File: src/rtl/demux14x16_buf.sv
// ---------------------------------------------------------------------------
// demux14x16_buf
//   Buffered 1-to-4 demultiplexer. One DATAWIDTH-bit source word is steered
//   to one of four consumer channels. Each channel has a one-entry holding
//   register, so a slow consumer only stalls traffic addressed to it.
//
// Ports
//   clk               system clock, rising edge
//   reset             synchronous, active-high reset
//   in_valid          source word present
//   in_ready          selected channel (or all channels when broadcasting)
//                     can take a word this cycle; combinational
//   cntrl[1:0]        destination channel select
//   din               source word
//   dout0..dout3      channel holding registers
//   valid0..valid3    channel holds an undelivered word
//   ready0..ready3    consumer takes the word this cycle
//   stall_cnt         saturating count of cycles with in_valid & ~in_ready
//   bcast             broadcast request (only with DEMUX_BROADCAST_EN)
//
// Build option
//   DEMUX_BROADCAST_EN  adds the bcast port; with bcast=1 a word is loaded
//                       into all four channels once all four are free.
// ---------------------------------------------------------------------------
module demux14x16_buf #(
    parameter int DATAWIDTH = 16,
    parameter int CNT_W     = 8
) (
    input  logic                 clk,
    input  logic                 reset,
    input  logic                 in_valid,
    output logic                 in_ready,
    input  logic [1:0]           cntrl,
    input  logic [DATAWIDTH-1:0] din,
    output logic [DATAWIDTH-1:0] dout0,
    output logic [DATAWIDTH-1:0] dout1,
    output logic [DATAWIDTH-1:0] dout2,
    output logic [DATAWIDTH-1:0] dout3,
    output logic                 valid0,
    output logic                 valid1,
    output logic                 valid2,
    output logic                 valid3,
    input  logic                 ready0,
    input  logic                 ready1,
    input  logic                 ready2,
    input  logic                 ready3,
    output logic [CNT_W-1:0]     stall_cnt
`ifdef DEMUX_BROADCAST_EN
    ,
    input  logic                 bcast
`endif
);

    logic [DATAWIDTH-1:0] hold [4];
    logic [3:0]           full;
    logic [3:0]           rdy;
    logic [3:0]           free;
    logic [3:0]           load;
    logic                 accept;

    assign rdy  = {ready3, ready2, ready1, ready0};

    // A channel can take a new word if it is empty or is being drained now.
    assign free = ~full | rdy;

`ifdef DEMUX_BROADCAST_EN
    assign in_ready = bcast ? (&free) : free[cntrl];
`else
    assign in_ready = free[cntrl];
`endif

    assign accept = in_valid & in_ready;

    always_comb begin
        load = '0;
        for (int n = 0; n < 4; n++) begin
`ifdef DEMUX_BROADCAST_EN
            load[n] = accept & (bcast | (cntrl == 2'(n)));
`else
            load[n] = accept & (cntrl == 2'(n));
`endif
        end
    end

    always_ff @(posedge clk) begin
        if (reset) begin
            full      <= '0;
            stall_cnt <= '0;
            for (int n = 0; n < 4; n++) begin
                hold[n] <= '0;
            end
        end else begin
            for (int n = 0; n < 4; n++) begin
                // A load wins over a drain so that accept+drain keeps the
                // channel full with the new word and no bubble.
                if (load[n]) begin
                    hold[n] <= din;
                    full[n] <= 1'b1;
                end else if (rdy[n]) begin
                    full[n] <= 1'b0;
                end
            end
            if (in_valid && !in_ready && (stall_cnt != '1)) begin
                stall_cnt <= stall_cnt + 1'b1;
            end
        end
    end

    assign dout0  = hold[0];
    assign dout1  = hold[1];
    assign dout2  = hold[2];
    assign dout3  = hold[3];
    assign valid0 = full[0];
    assign valid1 = full[1];
    assign valid2 = full[2];
    assign valid3 = full[3];

endmodule

File: config.mk
export PLATFORM = sky130hd
export DESIGN_NAME = demux14x16_buf
export DESIGN_NICKNAME = d
export VERILOG_FILES = /design/src/rtl/demux14x16_buf.sv
export SDC_FILE = /design/constraint.sdc
export NUM_CORES = 1
export LEC_CHECK = 0
export ABC_AREA = 1
export BUFFER_PORTS_ARGS = -buffer_cell sky130_fd_sc_hd__buf_2
export CORE_ASPECT_RATIO = 1.2
export CORE_MARGIN = 10
export CORE_UTILIZATION = 45
export DETAILED_ROUTE_END_ITERATION = 7
export PLACE_DENSITY = 0.72
export SLEW_MARGIN = 40
export SYNTH_ARGS = -nofsm -noshare
export SYNTH_HDL_FRONTEND = slang
export SYNTH_SLANG_ARGS = --single-unit
File: constraint.sdc
create_clock -name clk -period 7.9 [get_ports clk]
set_clock_uncertainty 0.1 [all_clocks]
set_input_delay 1.185 -clock clk [delete_from_list [all_inputs] [get_ports clk]]
set_output_delay 1.185 -clock clk [all_outputs]
set_load 0.02 [all_outputs]
-- Word level (Yosys, flattened, before mapping)
Memories as Yosys holds them, arrays and structs flattened.
Cells that the tools add are included.
- register bits: 12
- memory bits (writable): 64
- memories kept: 1
- memory list (memory ; words ; bits a word ; read ports ; clocked after Yosys merged registers in ; write ports ; RTL line ; text):
    hold ; 4 ; 16 ; 4 ; 0 ; 4 ; 54 ; logic [DATAWIDTH-1:0] hold [4];
- add/sub/neg operators: 1
- bitwise gates (word level): 11
- reductions and logical operators: 8
- order comparisons: 1
- eq/ne operators: 4
- muxes and demuxes: 28
- operators by type and width (cell ; number):
    16-bit 2-to-1 mux ; 4
    1-bit 2-to-1 mux ; 23
    8-bit by 1-bit adder with 8-bit output (second input constant) ; 1
    8-bit != test (second input constant) ; 1
    2-bit nonzero test ; 4
    1-bit AND ; 5
    2-bit equality test (second input constant) ; 2
    4-bit NOT ; 1
    1-bit OR ; 4
    4-bit OR ; 1
    2-bit by 3-bit less-than comparator with 1-bit output (second input constant) ; 1
    1-bit binary-select mux with 2-bit select ; 1
    2-bit by 1-bit equality test with 1-bit output (second input constant) ; 1
    1-bit logical AND ; 2
    2-bit zero test ; 1
    1-bit zero test ; 1

-- Depth between registers and ports, before layout
- depth in word-level cells: 10
- depth in mapped cells: 11
- depth with buffers taken out: 10

-- Worst setup path before layout
OpenSTA, ideal clock, no wires.
- kind: input to register
- start: in cntrl[1]
- end: mem hold[3][0], enable pin
- stages: 6
- slack: 4.439 ns
- arrival: 2.947 ns
- cell sequence: buf_6 > nand2_1 > nor2_1 > nor2_2 > nand2_4 > o31ai_1
- RTL lines (item ; RTL line ; text):
    start: declaration ; 33 ; input logic [1:0] cntrl,
    end: declaration ; 54 ;

-- Final worst setup path
- start: in cntrl[0]
- end: out in_ready
- word-level cells in the longest chain between the ends: 2
- ends and longest elaborated chain (item ; RTL line ; text):
    1-bit binary-select mux with 2-bit select ; 69 ; assign in_ready = free[cntrl];
    1-bit 2-to-1 mux (implied by the code) ; 69 ;
    end: declaration ; 32 ; output logic in_ready,
Every way passes these cells. The select of a mux whose other input is x is not followed.

==> results.json <==
{
  "status": "finished, final reports clean",
  "grt.total_usage_pct": 14.1,
  "p_sw_uw": 210,
  "synth-async-reset-ratio_pct": 0,
  "place.port_buffers": 101,
  "seq_area_frac_synth_pct": 69.0,
  "drv_cap": 0,
  "antenna_left": 0,
  "irDropWorstVdd_uv": 100,
  "routed_wl_um": 7550,
  "num_rows": 33,
  "via_per_inst": 4.77,
  "syn2layout_area_growth_pct": 24.4,
  "final_nets": 403,
  "hold_viol_final": 0,
  "critPathKind": "in2out",
  "n_antenna_cell": 0,
  "nFillCells": 583,
  "cts_hold_buf": 0,
  "synthTopCellsByArea": "edfxtp_1 (61%), nor2_1 (7.8%), dfxtp_1 (7.7%)",
  "antenna_found_initial": 0,
  "synth_edf_count": 64,
  "synthCells": 272,
  "setup_viol": 0,
  "clockRootBuffer": "clkbuf_8",
  "rsz0062_at_grt": "false",
  "p_sw_share_pct": 24.2,
  "core_sq_um": 6810,
  "routabilityCongestion": 0.789,
  "ctsResizeCount": 0,
  "drt-pass1-iter-count": 4,
  "synth_top_area_share_pct": 61.3,
  "fmax_ghz": 0.299,
  "synth.cell_area_sq_um": 3130,
  "initial_core_util_pct": 46.0,
  "yosys_warnings": 0,
  "grt_max_degree": 18,
  "yosys-top-cells-count": "nor2_1 (65), edfxtp_1 (64), nand2_1 (36)",
  "syn-num-nets": 298,
  "crit_fanout": 7,
  "period_share_pct": 42.3,
  "ys.flop_type": "edfxtp_1",
  "drc": 0,
  "drive_above_1_share_pct": 36.1,
  "p_clk_share_pct": 36.5,
  "path_clk_slew_ns": 0.08,
  "cp-end-kind": "output pin",
  "die_x_um": 96.2,
  "setup-tns-final_ns": 0,
  "min-delay-path-class": "reg2reg",
  "cts_setup_buffers": 0,
  "synth.largest_area_cell": "edfxtp_1",
  "start_kind": "input pin",
  "die_h_um": 111,
  "critical_path_required_ns": 6.61,
  "period_minus_slack_ns": 3.34,
  "p_seq_share_pct": 53.3,
  "drt_iter0_drc": 96,
  "cts_buffer_depth": 2,
  "avgSynthCellArea_sq_um": 11.5,
  "cts_buffers": 9,
  "gr-total-overflow": 0,
  "yosysMostFrequentCell": "nor2_1",
  "total_power_uw": 867,
  "leakage_nw": 1.80,
  "drv_slew": 0,
  "grt_pass1_wl_um": 11600,
  "dieArea_sq_um": 10700,
  "p_int_uw": 657,
  "relSlewSlack_pct": 50.9,
  "grt_pass1_vias": 2307,
  "cts.sinks": 76,
  "critPathArrivalTime_ns": 2.05,
  "htree_levels": 3,
  "pwr-share-comb_pct": 10.3,
  "place_hpwl_um": 5580,
  "ios": 102,
  "synth_cell_type_count": 22,
  "worst_pin_slew_ns": 0.735,
  "vias": 2238,
  "clkLatencyLatePin_ns": 0.33,
  "routedWlPerCell_um": 16.1,
  "cts_tree": "done",
  "synth-seq-cells": 76,
  "pwr_density_cell_nw_per_um2": 222
}
## through the flow
stage,utilization (%),hold slack (ns),area [sq um],setup WS [ns],cells
finish,57.2,0.406,3900,4.56,469
global route,57.2,0.435,3900,4.47,469
CTS,57.2,0.408,3900,4.55,469
detailed placement,54.1,0.396,3680,4.55,453
global placement,54.1,0.385,3680,4.60,453
floorplan,-,0.472,3130,4.44,272
## kinds of logic after synthesis
logic type	count (synthesis)	share of synthesized area (%)
AND/OR/NAND/NOR	136	20.8
adder cells (fa/ha/maj)	1	0.399
AO/OA/AOI/OAI	12	2.00
flip-flops	76	69.0
XOR/XNOR	4	1.12
buffers and inverters	43	6.67
## worst paths after layout
path                            slack, ns      endpoint  cells after the start          from
worst min register to register       0.41  stall_cnt[1]                      2  stall_cnt[1]
worst min-delay path                 0.41  stall_cnt[1]                      2  stall_cnt[1]
worst max-delay path                 4.56      in_ready                      7      cntrl[0]
worst max register to register       5.89   hold[0][14]                      7       full[2]
## power groups by stage
stage / clock, mW / combinational (mW) / sequential [mW]
6_report: 0.316 / 0.0889 / 0.462
5_1_grt: 0.341 / 0.0964 / 0.464
4_1_cts: 0.325 / 0.0911 / 0.462
3_5_place_dp: 0 / 0.0909 / 0.471
3_3_place_gp: 0 / 0.0894 / 0.471
2_1_floorplan: 0 / 0.0279 / 0.498
## critical path: stages
cell     delay, ns
buf_2         0.18
inv_2         0.06
nor2_1        0.25
nand2_1       0.09
nand2_1       0.06
nor2_1        0.06
buf_2         0.16
## registers in the layout, indices dropped and copies added (netlist names)
name	flops
hold	64
full	4
stall_cnt	8
## metal layers
metal	GRT usage [%]	up-vias	share of wire, %
met5	0	-	0
met4	4.73	0	0.64
met3	5.17	4	11
met2	24.6	96	52
met1	15.1	1037	37
li1	-	1101	-
## area by class of cell
cell class	count	area (sq um)	area share, %
flip-flops and latches	76	2160	55.4
clock buffers	10	128	3.27
repair buffers	102	513	13.2
clock inverters	6	88.8	2.28
well taps	87	109	2.79
inverters	35	131	3.37
multi-input cells	153	768	19.7
## placed cells by master, fill, tap and decap left out, drive strengths merged
cell,instances
buf,102
xnor2,2
inv,35
dfxtp,12
clkinv,2
o21ai,4
nand4,7
nand2,37
nand3,12
bufinv,2
a21oi,7
ha,1
clkbuf,10
o31ai,1
xor2,2
nor2,79
nor3,1
clkinvlp,2
edfxtp,64
(Power assumes the default switching activity.)
